$ cat src/rtl/spi_xfer_arb.sv
// Round-robin arbiter/sequencer sharing one 16-bit SPI master between NREQ requesters.
// Launches one wrt/done transaction per grant, enforces an idle gap, flags a hung master.
module spi_xfer_arb #(
    parameter int unsigned NREQ    = 3,
    parameter int unsigned GAP_CYC = 4,
    parameter int unsigned TMO_CYC = 1024
) (
    input  logic                 clk,
    input  logic                 rst_cnt,
    input  logic [NREQ-1:0]      req,
    input  logic [16*NREQ-1:0]   req_cmd,
    output logic [NREQ-1:0]      ack,
    output logic [NREQ-1:0]      gnt,
    output logic [15:0]          rsp_data,
    output logic                 busy,
    output logic                 err_tmo,
    output logic                 wrt,
    output logic [15:0]          cmd,
    input  logic                 done,
    input  logic [15:0]          rd_data
);

    localparam int unsigned IW = $clog2(NREQ);
    localparam int unsigned GW = $clog2(GAP_CYC + 1);
    localparam int unsigned TW = $clog2(TMO_CYC);

    typedef enum logic [2:0] {IDLE, LAUNCH, ARM, XFER, GAP} state_t;

    state_t            state, state_nx;
    logic [IW-1:0]     last_gnt;
    logic [IW-1:0]     win;
    logic [NREQ-1:0]   win_oh;
    logic [15:0]       cmd_sel;
    logic              any_req;
    logic [GW-1:0]     gap_cnt;
    logic [TW-1:0]     tmo_cnt;
    logic              done_hit;
    logic              tmo_hit;

    // Search starts one past the previous owner so every requester is reached within NREQ grants.
    always_comb begin
        int unsigned idx;
        idx     = 0;
        win     = last_gnt;
        any_req = 1'b0;
        for (int unsigned k = 1; k <= NREQ; k++) begin
            idx = (32'(last_gnt) + k) % NREQ;
            if (!any_req && req[IW'(idx)]) begin
                any_req = 1'b1;
                win     = IW'(idx);
            end
        end
    end

    always_comb begin
        cmd_sel = '0;
        win_oh  = '0;
        for (int unsigned i = 0; i < NREQ; i++) begin
            if (win == IW'(i)) begin
                cmd_sel   = req_cmd[16*i +: 16];
                win_oh[i] = 1'b1;
            end
        end
    end

    // A completion seen in the same cycle as the timeout threshold is treated as a normal finish.
    assign done_hit = (state == XFER) && done;
    assign tmo_hit  = ((state == ARM) || (state == XFER)) && !done_hit
                      && (tmo_cnt == TW'(TMO_CYC - 1));

    always_comb begin
        state_nx = state;
        unique case (state)
            IDLE:    if (any_req) state_nx = LAUNCH;
            LAUNCH:  state_nx = ARM;
            ARM:     if (tmo_hit) state_nx = GAP;
                     else if (!done) state_nx = XFER;
            XFER:    if (done_hit || tmo_hit) state_nx = GAP;
            GAP:     if (gap_cnt == '0) state_nx = IDLE;
            default: state_nx = IDLE;
        endcase
    end

    always_ff @(posedge clk or posedge rst_cnt) begin
        if (rst_cnt) begin
            state    <= IDLE;
            last_gnt <= IW'(NREQ - 1);
            gnt      <= '0;
            ack      <= '0;
            cmd      <= '0;
            rsp_data <= '0;
            err_tmo  <= 1'b0;
            gap_cnt  <= '0;
            tmo_cnt  <= '0;
        end else begin
            state <= state_nx;
            ack   <= '0;
            unique case (state)
                IDLE: begin
                    if (any_req) begin
                        gnt      <= win_oh;
                        cmd      <= cmd_sel;
                        last_gnt <= win;
                        tmo_cnt  <= '0;
                    end
                end
                LAUNCH, ARM, XFER: begin
                    tmo_cnt <= tmo_cnt + 1'b1;
                    if (done_hit || tmo_hit) begin
                        ack     <= gnt;
                        gap_cnt <= GW'(GAP_CYC);
                    end
                    if (done_hit) rsp_data <= rd_data;
                    if (tmo_hit)  err_tmo  <= 1'b1;
                end
                GAP: begin
                    if (gap_cnt == '0) gnt <= '0;
                    else               gap_cnt <= gap_cnt - 1'b1;
                end
                default: ;
            endcase
        end
    end

    assign wrt  = (state == LAUNCH);
    assign busy = (state != IDLE);

endmodule

$ cat config.mk
export PLATFORM = sky130hd
export DESIGN_NAME = spi_xfer_arb
export DESIGN_NICKNAME = d
export VERILOG_FILES = /design/src/rtl/spi_xfer_arb.sv
export SDC_FILE = /design/constraint.sdc
export NUM_CORES = 1
export LEC_CHECK = 0
export ABC_AREA = 0
export ABC_CLOCK_PERIOD_IN_PS = 5300
export BUFFER_PORTS_ARGS = -buffer_cell sky130_fd_sc_hd__buf_2
export CAP_MARGIN = 20
export CORE_MARGIN = 10
export CORE_UTILIZATION = 53
export CTS_BUF_LIST = sky130_fd_sc_hd__clkbuf_8 sky130_fd_sc_hd__clkbuf_16
export CTS_CLUSTER_SIZE = 28
export DETAILED_ROUTE_END_ITERATION = 10
export HOLD_SLACK_MARGIN = 0.1
export PLACE_DENSITY = 0.88
export SYNTH_ARGS = -nofsm -noshare
export SYNTH_HDL_FRONTEND = slang
export SYNTH_SLANG_ARGS = --single-unit
$ cat constraint.sdc
create_clock -name clk -period 5.3 [get_ports clk]
set_clock_uncertainty 0.2 [all_clocks]
set_input_delay 1.06 -clock clk [delete_from_list [all_inputs] [get_ports clk]]
set_output_delay 1.06 -clock clk [all_outputs]
set_load 0.01 [all_outputs]
== Word level (Yosys, flattened, before mapping) ==
Cells that the tools add are included.

* Divide/modulo/power cells: 3
* Equal/unequal tests: 13
* $lt $le $gt $ge: 3
* Bitwise operators: 0
* Muxes and demuxes: 32
* Add/sub/neg operators: 5
* Shift-type cells: 0
* Multipliers: 0
* Reductions and logical operators: 25

{| class="wikitable"
|+ Operators with widths
! operator !! number
|-
| 32-bit by 2-bit remainder unit with 32-bit output (second input constant) || 3
|-
| 16-bit 2-to-1 mux || 3
|-
| 3-bit 2-to-1 mux || 9
|-
| 10-bit case mux with 2 select lines || 1
|-
| 3-bit case mux with 5 select lines || 1
|-
| 3-bit case mux with 2 select lines || 2
|-
| 10-bit by 1-bit adder with 10-bit output (second input constant) || 1
|-
| 10-bit == test (second input constant) || 1
|-
| 10-bit 2-to-1 mux || 1
|-
| 2-bit by 3-bit < comparator with 1-bit output (second input constant) || 3
|-
| 1-bit 2-to-1 mux || 9
|-
| 2-bit inequality test (second input constant) || 4
|-
| 2-bit AND reduction || 4
|-
| 2-bit by 2-bit adder with 3-bit output (second input constant) || 2
|-
| 1-bit binary-select mux with 2-bit select || 3
|-
| 3-bit by 2-bit == test with 1-bit output (second input constant) || 2
|-
| 3-bit zero test || 2
|-
| 2-bit 2-to-1 mux || 3
|-
| 3-bit AND reduction || 2
|-
| 2-bit nonzero test || 3
|-
| 1-bit logical AND || 5
|-
| 4-bit AND reduction || 1
|-
| 2-bit by 1-bit adder with 3-bit output (second input constant) || 1
|-
| 3-bit by 1-bit == test with 1-bit output (second input constant) || 1
|-
| other kinds (11) || 14
|}

* Memories kept: 0
* Bits in read-only memories: 0
* Input bits: 70
* Logic and storage cells: 90
* Bits in registers: 57
* Output and inout bits: 41
* Bits in writable memories: 0
* Bits in latches: 0

== Depth between registers and ports, before layout ==
* Word-level depth: 15
* Gate-level depth with buffers: 11
* Gate-level depth less buffers: 8

== Least setup slack after synthesis ==
Ideal clock, no wire load.

* Kind: input -> register
* Start: in req[2]
* End: reg cmd[1]
* Setup time: 0.132 ns
* Data required time: 4.968 ns
* Setup slack: 2.281 ns
* Data arrival time: 2.687 ns
* Stages: 9
* Cell sequence: buf_2 > inv_2 > nand3_1 > or3b_1 > a32oi_1 > buf_4 > buf_2 > mux2i_1 > o221ai_2

* Word-level cells in the longest chain between the ends: 13
* Elaborated cells between the ends (all ways): 23
* Those cells by class: eq/ne: 2; mux: 15; reduce/logical: 6

{| class="wikitable"
|+ Ends and longest elaborated chain
! element !! line !! source
|-
| start: declaration || 10 || <nowiki>input logic [NREQ-1:0] req,</nowiki>
|-
| 1-bit binary-select mux with 2-bit select || 48 || <nowiki>if (!any_req && req[IW'(idx)]) begin</nowiki>
|-
| 1-bit 2-to-1 mux (not written as such) || 48 ||
|-
| 1-bit 2-to-1 mux || 48 ||
|-
| 1-bit zero test || 48 ||
|-
| 1-bit logical AND || 48 ||
|-
| 1-bit 2-to-1 mux || 48 ||
|-
| 1-bit zero test || 48 ||
|-
| 1-bit logical AND || 48 ||
|-
| 2-bit 2-to-1 mux || 48 ||
|-
| 2-bit zero test || 59 || <nowiki>if (win == IW'(i)) begin</nowiki>
|-
| 16-bit 2-to-1 mux (3 in a row) || 59 ||
|-
| end signal: assignment || 102 || <nowiki>cmd <= cmd_sel;</nowiki>
|-
| end: declaration || 18 || <nowiki>output logic [15:0] cmd,</nowiki>
|}

Several ways; a longest one is shown, not always the timed one. The select of a mux whose other input is x is not followed.
A chain may end at the register's enable or synchronous reset.

== Worst setup path after layout ==
* Start: reg last_gnt[0]
* End: reg cmd[13]

* Word-level cells in the longest chain between the ends: 15
* Elaborated cells between the ends (all ways): 29
* Those cells by class: add/sub: 3; div: 3; eq/ne: 2; mux: 15; reduce/logical: 6

{| class="wikitable"
|+ Ends and longest elaborated chain
! element !! line !! source
|-
| start: declaration || 30 || <nowiki>logic [IW-1:0] last_gnt;</nowiki>
|-
| start signal: assignment || 87 || <nowiki>last_gnt <= IW'(NREQ - 1);</nowiki>
|-
| start signal: assignment || 103 || <nowiki>last_gnt <= win;</nowiki>
|-
| 2-bit by 1-bit adder with 3-bit output || 47 || <nowiki>idx = (32'(last_gnt) + k) % NREQ;</nowiki>
|-
| 32-bit by 2-bit remainder unit with 32-bit output || 47 ||
|-
| 1-bit binary-select mux with 2-bit select || 48 ||
|-
| 1-bit 2-to-1 mux (not written as such) || 48 ||
|-
| 1-bit 2-to-1 mux || 48 ||
|-
| 1-bit zero test || 48 ||
|-
| 1-bit logical AND || 48 ||
|-
| 1-bit 2-to-1 mux || 48 ||
|-
| 1-bit zero test || 48 ||
|-
| 1-bit logical AND || 48 ||
|-
| 2-bit 2-to-1 mux || 48 ||
|-
| 2-bit zero test || 59 ||
|-
| 16-bit 2-to-1 mux (3 in a row) || 59 ||
|}

Several ways; a longest one is shown, not always the timed one. The select of a mux whose other input is x is not followed.

==> out/results.tsv <==
stage	metric	value	unit
critical_path	cp-end-kind	flop	
global_routing	grtUsageMet1	0.199	
critical_path	r2r-start	last_gnt[0]	
power	power.density	583	mW/mm²
job	max_cap_viol_count	0	
critical_path	path_max_fanout	20	
floorplan	rows	26	
hold_path	hold_end	err_tmo	
sta	setup_ws	1.76	ns
critical_path	cp_top_family	simple AND/OR/NAND/NOR gates	
sta	min_period	3.54	ns
sta	rsz0062_at_grt	false	
critical_path	worstPathCellList	inv_1 -> ha_1 -> nand2b_1 -> or3b_1 -> a32oi_2 -> buf_4 -> or3b_1 -> o221ai_1	
critical_path	rr_worst_depth	8	
cells_and_area	instances_no_fill	459	
power	p_int	1.29	mW
sta	max_slew_margin	0.466	
critical_path	crit_path_max_incr_delay	0.70	ns
detailed_routing	drt_iter0_drc	99	
cells_and_area	drive_gt1_frac	0.401	
power	p_clk_frac	0.180	
clock_network	cts_resized	0	
yosys	yosysSeqAreaShare	0.492	
clock_network	h-tree-depth	3	
cells_and_area	area_delta_synth_final	26.9	%
global_routing	busiest_layer	met2	
global_routing	grt_pass1_wl	12700	µm
hold_path	holdPathStages	1	
critical_path	critPathBufInv	2	
critical_path	regToRegSetupSlack	1.76	ns
critical_path	startpoint	last_gnt[0]	
cells_and_area	insertedDiodeCount	0	
clock_network	clock_latency	0.33	ns
detailed_routing	wl_per_cell	16.7	µm
yosys	syn_area_per_cell	10.6	µm²
cells_and_area	nets	459	
hold_path	worstHoldStart	err_tmo	
yosys	synth_cells	274	
sta	finalMaxSlewViolations	0	
floorplan	ios	111	
clock_network	tritoncts	done	
cells_and_area	fin_area	0.00368	mm²
detailed_routing	vias	2478	
yosys	synth_cell_types	49	
power	pwr-share-seq	0.341	
sta	setup_viol_count_final	0	
place	numPortBuffers	110	
yosys	syn_nets	349	
power	p_sw	0.861	mW
sta	tns	0	ns
floorplan	start_util	0.557	
global_routing	grt_max_degree	58	
sta	timing.fmax	0.283	GHz
yosys	syn_area	0.00290	mm²
critical_path	crit_required	5.32	ns
clock_network	root_buffer	clkbuf_8	
critical_path	critPathMostFrequentCell	or3b_1	
global_routing	grt_remaining_overflow	0	
sta	worst_pin_slew	0.799	ns
hold_path	hp-class	reg -> reg	
place	dp_hpwl	5830	µm
critical_path	cp_slowest_cell	or3b_1	
yosys	synth_enable_flop_cells	0	
clock_network	cts.sinks	57	
yosys	async_flop_share	1.00	
critical_path	reg2reg_to	cmd[13]	
clock_network	hold_buffers	0	
clock_network	cts_max_path_buffers	2	
place	place_inst	443	
floorplan	die_x	94.0	µm
cells_and_area	finish.utilization	0.707	
critical_path	crit_arrival	3.55	ns
clock_network	cts_buffers	9	
outcome	status	finished clean	
yosys	synthFlopType	dfrtp_1	
power	p_sw_frac	0.401	
power	pwr-share-comb	0.479	
global_routing	grt_pass1_vias	2664	
yosys	ys_ff_latch	57	
sta	period_share	0.667	
yosys	yosysWarnings	0	
power	p_leak	1.95	nW
critical_path	path_class	reg -> reg	
place	place_congestion	0.805	
detailed_routing	drt_pass1_iterations	4	
floorplan	coreArea	0.00520	mm²
critical_path	critPathLaunchType	flop	
floorplan	die_area	0.00883	mm²
clock_network	clk_pin_slew	0.06	ns
global_routing	use_met2	0.317	
global_routing	track_usage	0.180	
power	peakVddDrop	354	µV
place	place_ws	1.66	ns
cells_and_area	num-fill-cells	398	
global_routing	grtUsageMet3	0.0552	
global_routing	antenna_found_initial	0	
detailed_routing	wirelength	7680	µm
sta	hold_viol	0	
floorplan	die-height	94.0	µm
clock_network	postCtsSetupBuffers	0	
place	placed_area	0.00349	mm²
detailed_routing	detail-route-antenna-nets	0	
detailed_routing	remaining_drc_errors	0	
detailed_routing	routed_via_density	5.40	
-- routing by layer --
metal / vias up / wire length (µm) / share of wire
met5: - / 0 / 0
met4: 0 / 116 / 0.015
met3: 11 / 399 / 0.052
met2: 72 / 4170 / 0.54
met1: 1207 / 2990 / 0.39
li1: 1188 / - / -
-- registers in the layout, indices dropped and copies added (netlist names) --
signal and count:
cmd 16, rsp_data 16, tmo_cnt 10, ack 3
gap_cnt 3, gnt 3, state 3, last_gnt 2
err_tmo 1
-- metrics by stage --
step                      hold slack, ns  power [mW]
after floorplan                    0.261        1.45
after global placement             0.251        1.72
after detailed placement           0.253        1.77
after CTS                          0.270        2.16
after global routing               0.293        2.31
final                              0.267        2.15
-- worst max-delay path by stage --
stage	slack [ns]	endpoint	depth (start not counted)
2_1_floorplan	2.28	cmd[1]	9
3_3_place_gp	1.72	cmd[15]	8
3_5_place_dp	1.66	cmd[13]	8
4_1_cts	1.81	cmd[13]	8
5_1_grt	1.52	cmd[13]	8
6_report	1.76	cmd[13]	8
-- synth_stat cells, drive strengths merged (2+ instances only) --
cell type / number / share of area
dfrtp: 56 / 0.48
nand2: 32 / 0.041
inv: 27 / 0.035
o221ai: 17 / 0.069
mux2: 16 / 0.062
mux2i: 16 / 0.055
nor2: 15 / 0.019
nand3: 12 / 0.021
o21ai: 10 / 0.017
buf: 9 / 0.019
xor2: 6 / 0.018
ha: 5 / 0.022
and3: 4 / 0.0086
clkbuf: 4 / 0.0052
nor2b: 4 / 0.0086
nand2b: 3 / 0.0065
o211ai: 3 / 0.0078
or2: 3 / 0.0065
a21boi: 2 / 0.0052
a21o: 2 / 0.0052
a21oi: 2 / 0.0047
nor3: 2 / 0.0035
nor3b: 2 / 0.0052
o21a: 2 / 0.0052
o41ai: 2 / 0.0060
or3b: 2 / 0.0060
xnor2: 2 / 0.0060
-- cells by family (layout without fill, tap and decap cells) --
logic type      after synthesis  in the layout  share of synthesized area
mux                          32             32                      0.117
fa+ha+maj                     6              6                     0.0250
compound gates               49             49                      0.148
flops                        57             57                      0.492
xor+xnor                      8              8                     0.0242
simple gates                 82             82                      0.135
buf+inv                      40            155                     0.0587
-- layout make-up --
cell class | count | area [µm²] | share of cell area
inverter | 27 | 101 | 0.0275
tap | 70 | 87.6 | 0.0238
clock inverter | 6 | 51.3 | 0.0139
sequential | 57 | 1430 | 0.388
timing repair buffer | 112 | 566 | 0.154
clock buffer | 10 | 138 | 0.0374
multi-input combinational | 177 | 1310 | 0.356
-- power groups by stage --
stage               clock network (mW)  logic (mW)  registers, mW
floorplan                            0       0.663          0.782
detailed placement                   0        1.03          0.734
global placement                     0       0.988          0.728
CTS                              0.391        1.04          0.730
global route                     0.413        1.14          0.755
finish                           0.387        1.03          0.732
-- cell usage in the layout (no fill, tap or decap), types with 2 or more instances in the layout --
cell type,instances
or3b_1,2
dfrtp_1,56
clkinv_2,2
buf_4,2
nand2b_1,3
nand3_1,12
nor2b_1,4
o21ai_0,5
nor3b_1,2
buf_2,110
nor3_1,2
nand2_1,32
xnor2_1,2
o221ai_2,8
o21ai_1,5
a21o_1,2
clkbuf_8,10
o221ai_1,9
o211ai_1,3
xor2_1,6
mux2i_1,16
inv_1,28
and3_1,4
o41ai_1,2
nor2_1,15
mux2_2,16
inv_2,2
ha_1,5
or2_1,2
o21a_1,2
(Power assumes the default switching activity.)
